`config.mk`:
```
export PLATFORM = sky130hd
export DESIGN_NAME = wb_controller
export DESIGN_NICKNAME = d
export VERILOG_FILES = /design/src/rtl/wb_controller_pkg.sv /design/src/rtl/instr_decode.sv /design/src/rtl/wb_controller.sv
export SDC_FILE = /design/constraint.sdc
export NUM_CORES = 1
export LEC_CHECK = 0
export ABC_AREA = 1
export ABC_CLOCK_PERIOD_IN_PS = 2500
export CORE_UTILIZATION = 30
export DETAILED_ROUTE_END_ITERATION = 8
export GPL_ROUTABILITY_DRIVEN = 0
export GPL_TIMING_DRIVEN = 0
export PLACE_DENSITY = 0.49
export SKIP_CTS_REPAIR_TIMING = 1
export SLEW_MARGIN = 15
export SYNTH_ARGS = -nofsm -noshare
export SYNTH_HDL_FRONTEND = slang
export SYNTH_SLANG_ARGS = --single-unit
```
`constraint.sdc`:
```
create_clock -name clock -period 2.5 [get_ports clock]
set_clock_uncertainty 0.2 [all_clocks]
set_input_delay 0.5 -clock clock [delete_from_list [all_inputs] [get_ports clock]]
set_output_delay 0.5 -clock clock [all_outputs]
set_load 0.1 [all_outputs]
```
`src/rtl/wb_controller_pkg.sv`:
```
`default_nettype none
// ============================================================================
//  Module      : wb_controller_pkg
//  Description : Opcode constants, instruction classes and writeback FSM
//                states shared by the writeback and register-file controllers.
//  Revision    : 1.0 - initial release
// ============================================================================
package wb_controller_pkg;

    localparam logic [3:0] c_op_load  = 4'b0000;
    localparam logic [3:0] c_op_stop  = 4'b0001;
    localparam logic [3:0] c_op_store = 4'b0010;
    localparam logic [3:0] c_op_asn_a = 4'b0100;
    localparam logic [3:0] c_op_asn_b = 4'b0110;
    localparam logic [3:0] c_op_asn_c = 4'b1000;
    localparam logic [3:0] c_op_bz    = 4'b0101;
    localparam logic [3:0] c_op_bnz   = 4'b1001;
    localparam logic [3:0] c_op_bpz   = 4'b1101;
    localparam logic [3:0] c_op_nop   = 4'b1010;

    // SHIFT and ORI are recognised by their low three opcode bits only
    localparam logic [2:0] c_low_shift = 3'b011;
    localparam logic [2:0] c_low_ori   = 3'b111;

    localparam logic [1:0] c_regw_ori = 2'd1;
    localparam logic [1:0] c_sel_alu  = 2'd0;
    localparam logic [1:0] c_sel_mdr  = 2'd1;

    typedef enum logic [3:0] {
        CLS_NOP   = 4'd0,
        CLS_ASN   = 4'd1,
        CLS_SHIFT = 4'd2,
        CLS_ORI   = 4'd3,
        CLS_LOAD  = 4'd4,
        CLS_STORE = 4'd5,
        CLS_BPZ   = 4'd6,
        CLS_BZ    = 4'd7,
        CLS_BNZ   = 4'd8,
        CLS_STOP  = 4'd9
    } instr_class_e;

    typedef enum logic [1:0] {
        ST_RUN   = 2'd0,
        ST_DRAIN = 2'd1,
        ST_HALT  = 2'd2
    } wb_state_e;

    function automatic logic class_retires(input instr_class_e cls);
        return (cls != CLS_NOP) && (cls != CLS_STOP);
    endfunction

endpackage
`default_nettype wire

```
`src/rtl/instr_decode.sv`:
```
`default_nettype none
// ============================================================================
//  Module      : instr_decode
//  Description : Maps a 4-bit opcode onto its instruction class.
//  Revision    : 1.0 - initial release
// ============================================================================
module instr_decode
    import wb_controller_pkg::*;
(
    input  logic [3:0]   opcode,
    output instr_class_e instr_class
);

    always_comb begin
        instr_class = CLS_NOP;
        if (opcode[2:0] == c_low_shift) begin
            instr_class = CLS_SHIFT;
        end else if (opcode[2:0] == c_low_ori) begin
            instr_class = CLS_ORI;
        end else begin
            case (opcode)
                c_op_load:  instr_class = CLS_LOAD;
                c_op_stop:  instr_class = CLS_STOP;
                c_op_store: instr_class = CLS_STORE;
                c_op_asn_a,
                c_op_asn_b,
                c_op_asn_c: instr_class = CLS_ASN;
                c_op_bz:    instr_class = CLS_BZ;
                c_op_bnz:   instr_class = CLS_BNZ;
                c_op_bpz:   instr_class = CLS_BPZ;
                c_op_nop:   instr_class = CLS_NOP;
                default:    instr_class = CLS_NOP;
            endcase
        end
    end

endmodule
`default_nettype wire

```
`src/rtl/wb_controller.sv`:
```
`default_nettype none
// ============================================================================
//  Module      : wb_controller
//  Description : Writeback-stage controller: register-file write control,
//                STOP drain/halt sequencing and a saturating retire counter.
//  Revision    : 1.0 - initial release
// ============================================================================
module wb_controller
    import wb_controller_pkg::*;
(
    input  logic        clock,
    input  logic        reset,
    input  logic [7:0]  IR3Out,
    input  logic        Squash,
    output logic        RFWrite,
    output logic [1:0]  RegW,
    output logic [1:0]  RegInSel,
    output logic        PCWrite,
    output logic        Halted,
    output logic [15:0] RetiredCount
);

    instr_class_e w_dec_class;
    instr_class_e w_class;
    wb_state_e    r_state;
    wb_state_e    w_state_nxt;

    logic        r_rfwrite;
    logic        w_rfwrite_nxt;
    logic        r_retire;
    logic        w_retire_nxt;
    logic [1:0]  r_regw;
    logic [1:0]  w_regw_nxt;
    logic [1:0]  r_reginsel;
    logic [1:0]  w_reginsel_nxt;
    logic [15:0] r_retired_cnt;
    logic        w_unused_field_b;

    instr_decode u_instr_decode (
        .opcode      (IR3Out[3:0]),
        .instr_class (w_dec_class)
    );

    assign w_class          = Squash ? CLS_NOP : w_dec_class;
    assign w_unused_field_b = ^IR3Out[5:4];

    always_comb begin
        w_state_nxt = r_state;
        case (r_state)
            ST_RUN:   if (w_class == CLS_STOP) w_state_nxt = ST_DRAIN;
            ST_DRAIN: w_state_nxt = ST_HALT;
            ST_HALT:  w_state_nxt = ST_HALT;
            default:  w_state_nxt = ST_RUN;
        endcase
    end

    // Outside RUN the stage is fed a bubble so nothing can be written or retired
    always_comb begin
        w_rfwrite_nxt  = 1'b0;
        w_regw_nxt     = 2'd0;
        w_reginsel_nxt = c_sel_alu;
        w_retire_nxt   = 1'b0;
        if (r_state == ST_RUN) begin
            w_retire_nxt = class_retires(w_class);
            case (w_class)
                CLS_ASN, CLS_SHIFT: begin
                    w_rfwrite_nxt = 1'b1;
                    w_regw_nxt    = IR3Out[7:6];
                end
                CLS_ORI: begin
                    w_rfwrite_nxt = 1'b1;
                    w_regw_nxt    = c_regw_ori;
                end
                CLS_LOAD: begin
                    w_rfwrite_nxt  = 1'b1;
                    w_regw_nxt     = IR3Out[7:6];
                    w_reginsel_nxt = c_sel_mdr;
                end
                default: ;
            endcase
        end
    end

    always_ff @(posedge clock) begin
        if (!reset) begin
            r_state       <= ST_RUN;
            r_rfwrite     <= 1'b0;
            r_regw        <= 2'd0;
            r_reginsel    <= c_sel_alu;
            r_retire      <= 1'b0;
            r_retired_cnt <= 16'd0;
        end else begin
            r_state    <= w_state_nxt;
            r_rfwrite  <= w_rfwrite_nxt;
            r_regw     <= w_regw_nxt;
            r_reginsel <= w_reginsel_nxt;
            r_retire   <= w_retire_nxt;
            if ((r_state == ST_RUN) && r_retire && (r_retired_cnt != 16'hFFFF)) begin
                r_retired_cnt <= r_retired_cnt + 16'd1;
            end
        end
    end

    assign RFWrite      = r_rfwrite;
    assign RegW         = r_regw;
    assign RegInSel     = r_reginsel;
    assign PCWrite      = (r_state == ST_RUN);
    assign Halted       = (r_state == ST_HALT);
    assign RetiredCount = r_retired_cnt;

endmodule
`default_nettype wire

```
## Word-level counts from Yosys, hierarchy flattened

Memory sizes are Yosys's and may differ from the RTL's.
Cells that the tools add are included.

- Bits in read-only memories: 64
- Input bits: 11
- Output and inout bits: 23
- Word-level logic and storage cells: 37
- Memories: 1
- Register bits: 24

- Add/sub/neg operators: 1
- Reductions and logical operators: 9
- Equality and inequality tests: 12
- Mux-type cells: 8

Memory list:

| memory | words | width | rd ports | clocked after Yosys merged registers in | wr ports | RTL line | source |
|---|---|---|---|---|---|---|---|
| (no name shown) | 16 | 4 | 1 | 0 | 0 | instr_decode.sv:21 | `case (opcode)` |

Operators by type and width:

| cell | number |
|---|---|
| adder 16 x 1 -> 16 bit, second input constant | 1 |
| inequality test 16 bit, second input constant | 1 |
| two-way mux 4 bit | 3 |
| equality test 4 x 2 -> 1 bit, second input constant | 2 |
| case mux 2 bit (2 select lines) | 2 |
| equality test 4 x 1 -> 1 bit, second input constant | 1 |
| equality test 4 x 3 -> 1 bit, second input constant | 1 |
| equality test 4 bit, second input constant | 1 |
| inequality test 4 bit, second input constant | 1 |
| nonzero test 4 bit | 1 |
| OR reduction 4 bit | 1 |
| equality test 3 x 2 -> 1 bit, second input constant | 1 |
| equality test 3 bit, second input constant | 1 |
| logical AND 1 bit | 3 |
| OR reduction 3 bit | 1 |
| equality test 2 x 1 -> 1 bit, second input constant | 1 |
| equality test 2 bit, second input constant | 1 |
| zero test 2 bit | 1 |
| two-way mux 1 bit | 2 |
| two-way mux 2 bit | 1 |
| inequality test 2 x 1 -> 1 bit, second input constant | 1 |
| AND reduction 2 bit | 1 |
| OR reduction 2 bit | 1 |

## Logic depth before layout (Yosys ltp)

Gate-level depths: netlist of the first run.

- Depth after elaboration: 7
- Gate-level depth with buffers: 13
- Depth with buffers taken out: 13

## Modules after synthesis

From an unflattened synthesis of the first run, not the netlist that was laid out.

- Cells, all modules: 223
- Area total of the unflattened synthesis: 1,402.6 µm²

By module, submodules not included:

| module | instances | cells each | sequential area each (µm²) | area an instance (µm²) |
|---|---|---|---|---|
| wb_controller | 1 | 198 | 460.4 | 1,271.2 |
| instr_decode | 1 | 25 | 0.0 | 131.4 |

## Worst setup path after synthesis of the first run

OpenSTA, ideal clock, no wires.

- Kind: register to register
- From: reg r_retired_cnt[1], in the netlist RetiredCount[1]
- To: reg r_retired_cnt[6], in the netlist RetiredCount[6]
- Library setup time: 142 ps
- Arrival time: 2,242 ps
- Setup slack: -84 ps
- Stages on the path, launching flop included: 10
- Path buffers: 1
- Data required time: 2,158 ps
- Cells stage by stage: dfxtp_1 ha_1 nand3_2 nor3_2 nand3_2 nand2_4 inv_2 buf_6 nand2_1 a21oi_2

- Cells in the longest elaborated chain, start to end: 2
- Elaborated cells on any way between the ends: 3
- Those cells by class: add/sub: 1; eq/ne: 1; reduce/logical: 1

Ends and longest elaborated chain:

| item | RTL line | source |
|---|---|---|
| from (decl) | wb_controller.sv:36 | `logic [15:0] r_retired_cnt;` |
| from (signal assigned) | wb_controller.sv:99 | `r_retired_cnt <= r_retired_cnt + 16'd1;` |
| parallel branches: the longest is 2 deep, another holds adder 16 x 1 -> 16 bit | n/a |  |

Several ways; the timed one is not identified.
A chain may end at the register's enable or synchronous reset.

## Worst setup path after layout of the first run

- From: reg r_regw[1], in the netlist RegW[1]
- To: out RegW[1]

RTL lines:

| item | RTL line | source |
|---|---|---|
| from (decl) | wb_controller.sv:32 | `logic [1:0] r_regw;` |
| from (signal assigned) | wb_controller.sv:95 | `r_regw <= w_regw_nxt;` |
| to (decl) | wb_controller.sv:16 | `output logic [1:0] RegW,` |

No word-level cell between the ends.

==> impl_metrics.tcl, run 1 <==
set metrics [dict create \
    run_status "complete, no violations" \
    clock_path_buffers 2 \
    synthTopCellsByArea "dfxtp_1, nand2_1, inv_1, ha_1, nor2_1" \
    clk_latency_ns 0.26 \
    ant_nets 0 \
    grt_overflow 0 \
    path_delay_family "buffers and inverters" \
    dieWidth_um 72.0 \
    dieArea_mm2 0.00518 \
    yosysTopAreaCell "dfxtp_1" \
    drive_gt1_share_pct 10.9 \
    synth_top_cells_by_count "nand2_1, inv_1, dfxtp_1, nor2_1, nand3_1" \
    grt_max_degree 13 \
    root_buffer "clkbuf_8" \
    ys_types 25 \
    syn_avg_cell_area_um2 6.86 \
    whs_path_depth 2 \
    cp_slowest_stage_delay_ns 1.12 \
    wirelength_um 3180 \
    rsz0062_at_grt "false" \
    critPathRequiredTime_ns 1.80 \
    final_cells 315 \
    yosys_warnings 0 \
    synth_edf_count 0 \
    fmax_mhz 417 \
    cap_violations 0 \
    antenna_found_initial 0 \
    start_util_pct 31.1 \
    place_inst 311 \
    num_rows 25 \
    post-route-min-period_ns 2.40 \
    tritoncts "yes" \
    syn_nets 233 \
    setup.worst_path.end_class "primary output" \
    worstMarginPinSlew_ns 0.965 \
    synth_most_common_cell "nand2_1" \
    drtPass1Iterations 4 \
    fin_crit_sh_pct 96.0 \
    grt_pass1_wl_um 5640 \
    leakage_nw 1.07 \
    drc_errors 0 \
    core_mm2 0.00472 \
    drt-initial-drc-count 43 \
    relSlewSlack_pct 35.4 \
    crit_type "reg -> out" \
    post-place-ws_ns -0.0579 \
    cp_slowest_cell "clkdlybuf4s50_1" \
    dp_hpwl_um 2540 \
    cts-buffers-inserted 3 \
    synth_flop_cell "dfxtp_1" \
    grtUsageMet3_pct 2.08 \
    setup_viol 0 \
    synth-seq-cells 23 \
    viasPerCell 4.26 \
    synth-async-reset-ratio_pct 0 \
    htreeDepth 1 \
    power_density_mw_per_mm2 550 \
    vias 1343 \
    syn-instance-count 214 \
    cp-start-kind "flop" \
    met1_usage_pct 18.1 \
    die_y_um 72.0 \
    hold_viol 0 \
    hp-class "reg -> reg" \
    setup_ws_ns 0.100 \
    critPathMaxFanout 1 \
    grt_pass1_vias 1257 \
    syn_to_final_growth_pct 32.5 \
    ios 34 \
    cp.depth 1 \
    cp.arrival_ns 1.70 \
    port_buffers 30 \
    slew_violations 0 \
    worstPathCellList "clkdlybuf4s50_1" \
    wl_per_cell_um 10.1 \
    yosysTopAreaCellShare_pct 31.3 \
    cp.buffers_inverters 1 \
    diodes 0 \
    clk_pin_slew_ns 0.08 \
    grtUsageTotal_pct 13.7 \
    gr-max-usage-layer "met2" \
    synth_area_mm2 0.00147 \
    ir_drop_mv 0.486 \
    clock-sinks 23 \
    final_nets 268 \
    synth-seq-area-share_pct 31.3 \
    reg2reg_depth 9 \
    grt_use_met2_pct 23.1 \
]
[path summary, 6_finish.rpt]
check,to,start,slack [ns]
worst max-delay path,RegW[1],RegW[1]$_SDFF_PN0_,0.10
worst min-delay path,RetiredCount[0]$_SDFFE_PN0P_,RetiredCount[0]$_SDFFE_PN0P_,0.31
worst max register to register,RetiredCount[4]$_SDFFE_PN0P_,RetiredCount[0]$_SDFFE_PN0P_,0.49
worst min register to register,RetiredCount[0]$_SDFFE_PN0P_,RetiredCount[0]$_SDFFE_PN0P_,0.31
[report_power, final]
group / leakage, nW / switching [W] / internal [W]
sequential: 0.187 / 0.0000151 / 0.000389
clock: 0.0228 / 0.000114 / 0.000114
combinational: 0.863 / 0.000319 / 0.000119
total: 1.07 / 0.000449 / 0.000621
[metrics by stage]
step	cell area [um2]	util (%)	total power [W]	hold slack, ns	setup TNS (ns)
3_5_place_dp	1860	39.3	0.000857	0.296	-0.0579
3_3_place_gp	1860	39.3	0.000861	0.295	-0.0480
6_report	1950	41.2	0.00107	0.305	0
2_1_floorplan	1470	-	0.000762	0.268	0
5_1_grt	1950	41.2	0.00113	0.348	0
4_1_cts	1900	40.2	0.00110	0.311	-1.39
[registers in the layout, summed over array words and instances (netlist names)]
signal and flops:
r_retire 1, RetiredCount 16, RegInSel 1, r_state 2, RegW 2, RFWrite 1
[area by class of cell]
| type | count | area (um2) |
|---|---|---|
| well taps | 67 | 83.8 |
| multi-input cells | 159 | 861 |
| flip-flops and latches | 23 | 463 |
| fillers | 515 | 2780 |
| inverters | 28 | 105 |
| clock buffers | 4 | 45.0 |
| repair buffers | 30 | 345 |
| plain buffers | 4 | 42.5 |
[routing by layer]
| metal | up-vias | wire length (um) |
|---|---|---|
| met5 | - | 0 |
| met4 | 0 | 49 |
| met3 | 5 | 76 |
| met2 | 22 | 1460 |
| met1 | 581 | 1600 |
| li1 | 735 | - |
[cells by family (layout without fill, tap and decap cells)]
group | Yosys count | after routing | share of synthesized area (%)
AO/OA/AOI/OAI | 22 | 22 | 9.80
flip-flops | 23 | 23 | 31.3
adder cells (fa/ha/maj) | 8 | 8 | 6.81
other | 1 | 1 | 0.255
buffers and inverters | 32 | 66 | 10.1
AND/OR/NAND/NOR | 117 | 117 | 35.2
XOR/XNOR | 11 | 11 | 6.56
[placed cells by master, fill, tap and decap left out, drive strengths merged]
master         count
a21oi             17
buf                3
clkbuf             5
clkdlybuf4s50     12
conb               1
dfxtp             23
dlymetal6s2s      18
ha                 8
inv               28
nand2             70
nand3             14
nand4              3
nor2              24
nor3               4
nor3b              2
o21ai              5
xnor2              4
xor2               7
Note: power is estimated with default switching activity, not from simulation.
==> inputs of run 2 (changes only) <==
--- a/config.mk
+++ b/config.mk
@@ -5,13 +5,13 @@
 export SDC_FILE = /design/constraint.sdc
 export NUM_CORES = 1
 export LEC_CHECK = 0
-export ABC_AREA = 1
 export ABC_CLOCK_PERIOD_IN_PS = 2500
+export CAP_MARGIN = 20
 export CORE_UTILIZATION = 30
 export DETAILED_ROUTE_END_ITERATION = 8
 export GPL_ROUTABILITY_DRIVEN = 0
 export GPL_TIMING_DRIVEN = 0
-export PLACE_DENSITY = 0.49
+export PLACE_DENSITY = 0.5
 export SKIP_CTS_REPAIR_TIMING = 1
 export SLEW_MARGIN = 15
 export SYNTH_ARGS = -nofsm -noshare
==> run 2 against run 1 <==
The flow now finishes with violations (DRC). Wire length shrank 12%. Sequential power down 6.9%. Power is 32% lower. Clock power rose by 2%. Largest power group is now registers. Highest routed layer is now met3.
==> impl_metrics.tcl, run 2 <==
set metrics [dict create \
    run_status "finished, violations left" \
    violations "DRC" \
    start_util_pct 31.1 \
    fmax_mhz 417 \
    syn_to_final_growth_pct 38.9 \
    synth_flop_cell "dfxtp_1" \
    synthTopCellsByArea "dfxtp_1, ha_1, nor2_1, a21oi_1, nand2_1" \
    slew_violations 0 \
    cp-endpoint "RFWrite" \
    final_common_cell "nor2_1" \
    synth_edf_count 0 \
    vias 1122 \
    power_density_mw_per_mm2 422 \
    hold_viol 0 \
    r2r_slack_ns 0.38 \
    setup.worst_path.end_class "primary output" \
    cap_violations 0 \
    post-place-ws_ns -0.415 \
    clk_pin_slew_ns 0.09 \
    p_sw_w 0.000205 \
    fin_crit_sh_pct 96.0 \
    ys_types 42 \
    htreeDepth 1 \
    post-route-min-period_ns 2.40 \
    reg2reg_depth 8 \
    cp_slowest_stage_delay_ns 1.12 \
    worstPathCellList "clkdlybuf4s50_1" \
    core_mm2 0.00400 \
    swShare_pct 28.2 \
    seqPwrFrac_pct 51.7 \
    cp.arrival_ns 1.70 \
    ios 34 \
    place_inst 225 \
    relSlewSlack_pct 34.7 \
    clk_latency_ns 0.26 \
    synth-seq-cells 23 \
    drc_errors 2 \
    grt_pass1_vias 1011 \
    viasPerCell 4.88 \
    critPathRequiredTime_ns 1.80 \
    setup_viol 0 \
    critPathMaxFanout 1 \
    final_cell_mix "nor2_1, dlymetal6s2s_1, dfxtp_1" \
    yosysTopAreaCellShare_pct 37.1 \
    cp.buffers_inverters 1 \
    synth-seq-area-share_pct 37.1 \
    yosys_warnings 0 \
    port_buffers 30 \
    diodes 0 \
    fin_util_pct 43.1 \
    grtUsageTotal_pct 13.2 \
    ant_nets 0 \
    drtPass1Iterations 6 \
    clock-sinks 23 \
    largest_reg_flops 16 \
    rsz0062_at_grt "false" \
    final_cells 230 \
    final_nets 200 \
    grt_max_degree 14 \
    cp-start-kind "flop" \
    leakage_nw 0.906 \
    synth-async-reset-ratio_pct 0 \
    crit_type "reg -> out" \
    comb_power_share_pct 16.4 \
    wirelength_um 2810 \
    yosysTopAreaCell "dfxtp_1" \
    cts-buffers-inserted 3 \
    r2r_start "r_state[0]$_SDFFE_PN0P_" \
    pwr-share-clk_pct 31.9 \
    synth_most_common_cell "dfxtp_1" \
    synth_area_mm2 0.00124 \
    worstMarginPinSlew_ns 0.978 \
    ir_drop_mv 0.203 \
    die_y_um 66.4 \
    setup_ws_ns 0.100 \
    hp-class "reg -> reg" \
    grt_overflow 0 \
    timing.hold.ws_ns 0.286 \
    syn_avg_cell_area_um2 8.57 \
    grt_pass1_wl_um 4440 \
    path_delay_family "buffers and inverters" \
    crit_path_start "RFWrite$_SDFF_PN0_" \
    cp.depth 1 \
    dp_hpwl_um 2100 \
    num_rows 23 \
    p_int_w 0.000522 \
    syn-instance-count 145 \
    drive_gt1_share_pct 13.3 \
    rr_endpoint "RetiredCount[14]$_SDFFE_PN0P_" \
    antenna_found_initial 0 \
    syn_nets 164 \
    root_buffer "clkbuf_8" \
    cp_slowest_cell "clkdlybuf4s50_1" \
    wl_per_cell_um 12.2 \
    synth_top_cells_by_count "dfxtp_1, nor2_1, nand2_1, a21oi_1" \
    clock_path_buffers 2 \
    dieWidth_um 66.4 \
    dieArea_mm2 0.00440 \
    tritoncts "yes" \
    drt-initial-drc-count 59 \
]
run 2: kinds of logic after synthesis:
| kind of cell | Yosys count | synth area share (%) |
|---|---|---|
| AND/OR/NAND/NOR | 62 | 26.8 |
| buffers and inverters | 11 | 3.73 |
| AO/OA/AOI/OAI | 32 | 18.0 |
| multiplexers | 3 | 2.52 |
| other | 1 | 0.302 |
| XOR/XNOR | 5 | 3.52 |
| flip-flops | 23 | 37.1 |
| adder cells (fa/ha/maj) | 8 | 8.06 |
run 2: how the worst min path moves through the flow:
stage	startpoint	endpoint	slack [ns]	cells after the start
finish	r_state[0]$_SDFFE_PN0P_	r_state[0]$_SDFFE_PN0P_	0.29	2
global route	RetiredCount[15]$_SDFFE_PN0P_	RetiredCount[15]$_SDFFE_PN0P_	0.33	2
CTS	r_state[0]$_SDFFE_PN0P_	r_state[0]$_SDFFE_PN0P_	0.29	2
detailed placement	r_state[0]$_SDFFE_PN0P_	r_state[0]$_SDFFE_PN0P_	0.27	2
global placement	r_state[0]$_SDFFE_PN0P_	r_state[0]$_SDFFE_PN0P_	0.26	2
floorplan	r_state[0]$_SDFFE_PN0P_	r_state[0]$_SDFFE_PN0P_	0.24	2
run 2: area by class of cell:
| class | count | area (um2) |
|---|---|---|
| clock inverters | 1 | 5.00 |
| well taps | 50 | 62.6 |
| multi-input cells | 111 | 749 |
| inverters | 8 | 30.0 |
| plain buffers | 3 | 16.3 |
| clock buffers | 3 | 41.3 |
| repair buffers | 31 | 353 |
| flip-flops and latches | 23 | 468 |
| fillers | 405 | 2270 |
run 2: power by group through the flow:
stage | sequential, W | clock [W] | combinational (W)
after floorplan | 0.000419 | 0 | 0.0000449
after global placement | 0.000384 | 0 | 0.000113
after detailed placement | 0.000385 | 0 | 0.000115
after CTS | 0.000376 | 0.000239 | 0.000116
after global routing | 0.000377 | 0.000257 | 0.000129
final | 0.000376 | 0.000232 | 0.000119
run 2: through the flow:
stage                     TNS (ns)  power [W]  area (um2)
after global placement       -1.47   0.000498        1620
after floorplan            -0.0127   0.000464        1250
after global routing             0   0.000763        1730
after CTS                   -0.942   0.000731        1660
final                            0   0.000727        1730
after detailed placement     -1.82   0.000500        1620
run 2: per-layer routing:
layer | global-route usage (%) | wire [um] | vias to the layer above | part of all wire, %
met3 | 2.59 | 90 | 0 | 3.2
met4 | 3.99 | 0 | 0 | 0
li1 | - | - | 582 | -
met5 | 0 | 0 | - | 0
met2 | 21.9 | 1390 | 24 | 50
met1 | 17.1 | 1330 | 516 | 47
==> inputs of run 3 (changes only) <==
--- a/config.mk
+++ b/config.mk
@@ -5,7 +5,7 @@
 export SDC_FILE = /design/constraint.sdc
 export NUM_CORES = 1
 export LEC_CHECK = 0
-export ABC_CLOCK_PERIOD_IN_PS = 2500
+export ABC_CLOCK_PERIOD_IN_PS = 3100
 export CAP_MARGIN = 20
 export CORE_UTILIZATION = 30
 export DETAILED_ROUTE_END_ITERATION = 8
==> constraint.sdc (replaced) <==
create_clock -name clock -period 3.1 [get_ports clock]
set_clock_uncertainty 0.2 [all_clocks]
set_input_delay 0.62 -clock clock [delete_from_list [all_inputs] [get_ports clock]]
set_output_delay 0.62 -clock clock [all_outputs]
set_load 0.1 [all_outputs]
==> run 3 against run 2 <==
The flow now finishes without violations. Critical path depth up 2. Sequential power fell by 19%. Register-to-register slack better by 0.62 ns. Worst setup slack better by 0.13 ns. Hold slack worse by 0.0053 ns. First-iteration DRC count is 8.5% lower. Via count increased by 1.7%. Sequential cell count stayed put. Critical path type unchanged. Largest cell class unchanged.
==> impl_metrics.tcl, run 3 (synthesized netlist as in run 2, its figures left out) <==
set metrics [dict create \
    cap_violations 0 \
    relSlewSlack_pct 34.0 \
    start_util_pct 31.1 \
    drive_gt1_share_pct 7.26 \
    slew_violations 0 \
    dp_hpwl_um 2120 \
    critPathMaxFanout 4 \
    wl_per_cell_um 12.0 \
    cp_slowest_stage_delay_ns 1.17 \
    run_status "complete, no violations" \
    diodes 0 \
    clk_latency_ns 0.26 \
    dieArea_mm2 0.00440 \
    grt_overflow 0 \
    cts-buffers-inserted 3 \
    crit_type "reg -> out" \
    drtPass1Iterations 4 \
    setup_viol 0 \
    dieWidth_um 66.4 \
    fin_crit_sh_pct 92.5 \
    cp.buffers_inverters 2 \
    tns_ns 0 \
    drc_errors 0 \
    power_density_mw_per_mm2 351 \
    placed_cell_area_mm2 0.00161 \
    final_nets 199 \
    final_cell_area_mm2 0.00165 \
    ir_drop_mv 0.214 \
    worstMarginPinSlew_ns 0.986 \
    cp_slowest_cell "clkdlybuf4s50_1" \
    path_delay_family "buffers and inverters" \
    critPathRequiredTime_ns 2.28 \
    rsz0062_at_grt "false" \
    clk_pin_slew_ns 0.08 \
    cp-start-kind "flop" \
    tritoncts "yes" \
    leakage_nw 0.580 \
    num_rows 23 \
    antenna_found_initial 0 \
    clock_path_buffers 2 \
    hp-class "reg -> reg" \
    final_common_cell "clkdlybuf4s50_1" \
    grt_max_degree 13 \
    wirelength_um 2740 \
    hold_viol 0 \
    fmax_mhz 349 \
    ios 34 \
    cp.arrival_ns 2.05 \
    worstPathCellList "inv_1 -> ha_1 -> clkdlybuf4s50_1" \
    post-route-min-period_ns 2.87 \
    root_buffer "clkbuf_8" \
    htreeDepth 1 \
    setup.worst_path.end_class "primary output" \
    syn_to_final_growth_pct 32.8 \
    viasPerCell 4.98 \
    final_cell_mix "clkdlybuf4s50_1, dfxtp_1, nor2_1" \
    core_mm2 0.00400 \
    die_y_um 66.4 \
    grtUsageTotal_pct 14.0 \
    grt_pass1_vias 1100 \
    grt_pass1_wl_um 4640 \
    drt-initial-drc-count 54 \
    largest_reg_flops 16 \
    port_buffers 30 \
    clock-sinks 23 \
    ant_nets 0 \
    vias 1141 \
]
## run 3: final timing paths
check | from | endpoint | slack (ns) | cells after the start
hold reg to reg | r_state[0]$_SDFFE_PN0P_ | r_state[0]$_SDFFE_PN0P_ | 0.28 | 2
setup / recovery | r_state[0]$_SDFFE_PN0P_ | PCWrite | 0.23 | 3
setup reg to reg | r_state[0]$_SDFFE_PN0P_ | RetiredCount[14]$_SDFFE_PN0P_ | 1.00 | 8
hold / removal | r_state[0]$_SDFFE_PN0P_ | r_state[0]$_SDFFE_PN0P_ | 0.28 | 2
## run 3: layout make-up
| type | instances | area [um2] |
|---|---|---|
| Tap cell | 50 | 62.6 |
| Timing Repair Buffer | 30 | 300 |
| Inverter | 8 | 30.0 |
| Sequential cell | 23 | 460 |
| Fill cell | 388 | 2350 |
| Multi-Input combinational cell | 111 | 736 |
| Clock buffer | 4 | 45.0 |
| Buffer | 3 | 16.3 |
## run 3: stage by stage
stage | cells | total power, W | setup slack (ns) | hold slack (ns) | utilization (%)
floorplan | 145 | 0.000373 | 0.285 | 0.240 | -
global placement | 225 | 0.000401 | 0.165 | 0.257 | 40.1
detailed placement | 225 | 0.000402 | 0.112 | 0.268 | 40.1
CTS | 229 | 0.000589 | 0.210 | 0.287 | 41.3
global route | 229 | 0.000609 | 0.122 | 0.314 | 41.3
finish | 229 | 0.000580 | 0.232 | 0.281 | 41.3
## run 3: worst min-delay path: cells and delay by family, from the launching register on
kind             cells  cell delay (ns)
DFF                  1             0.33
and+or+nand+nor      2             0.12
## run 3: where the power goes
group	total [W]	switching (W)	internal (W)
Clock	0.000185	0.0000935	0.0000917
Sequential	0.000303	0.00000281	0.000300
Combinational	0.0000916	0.0000628	0.0000289
Total	0.000580	0.000159	0.000421
## run 3: layer usage
layer	vias to the layer above	share of wire, %	global-route usage [%]	routed length, um
met5	-	0	0	0
met4	0	1.3	4.79	37
met3	4	6.0	4.66	164
met2	30	50	25.9	1380
met1	526	42	14.6	1160
li1	581	-	-	-
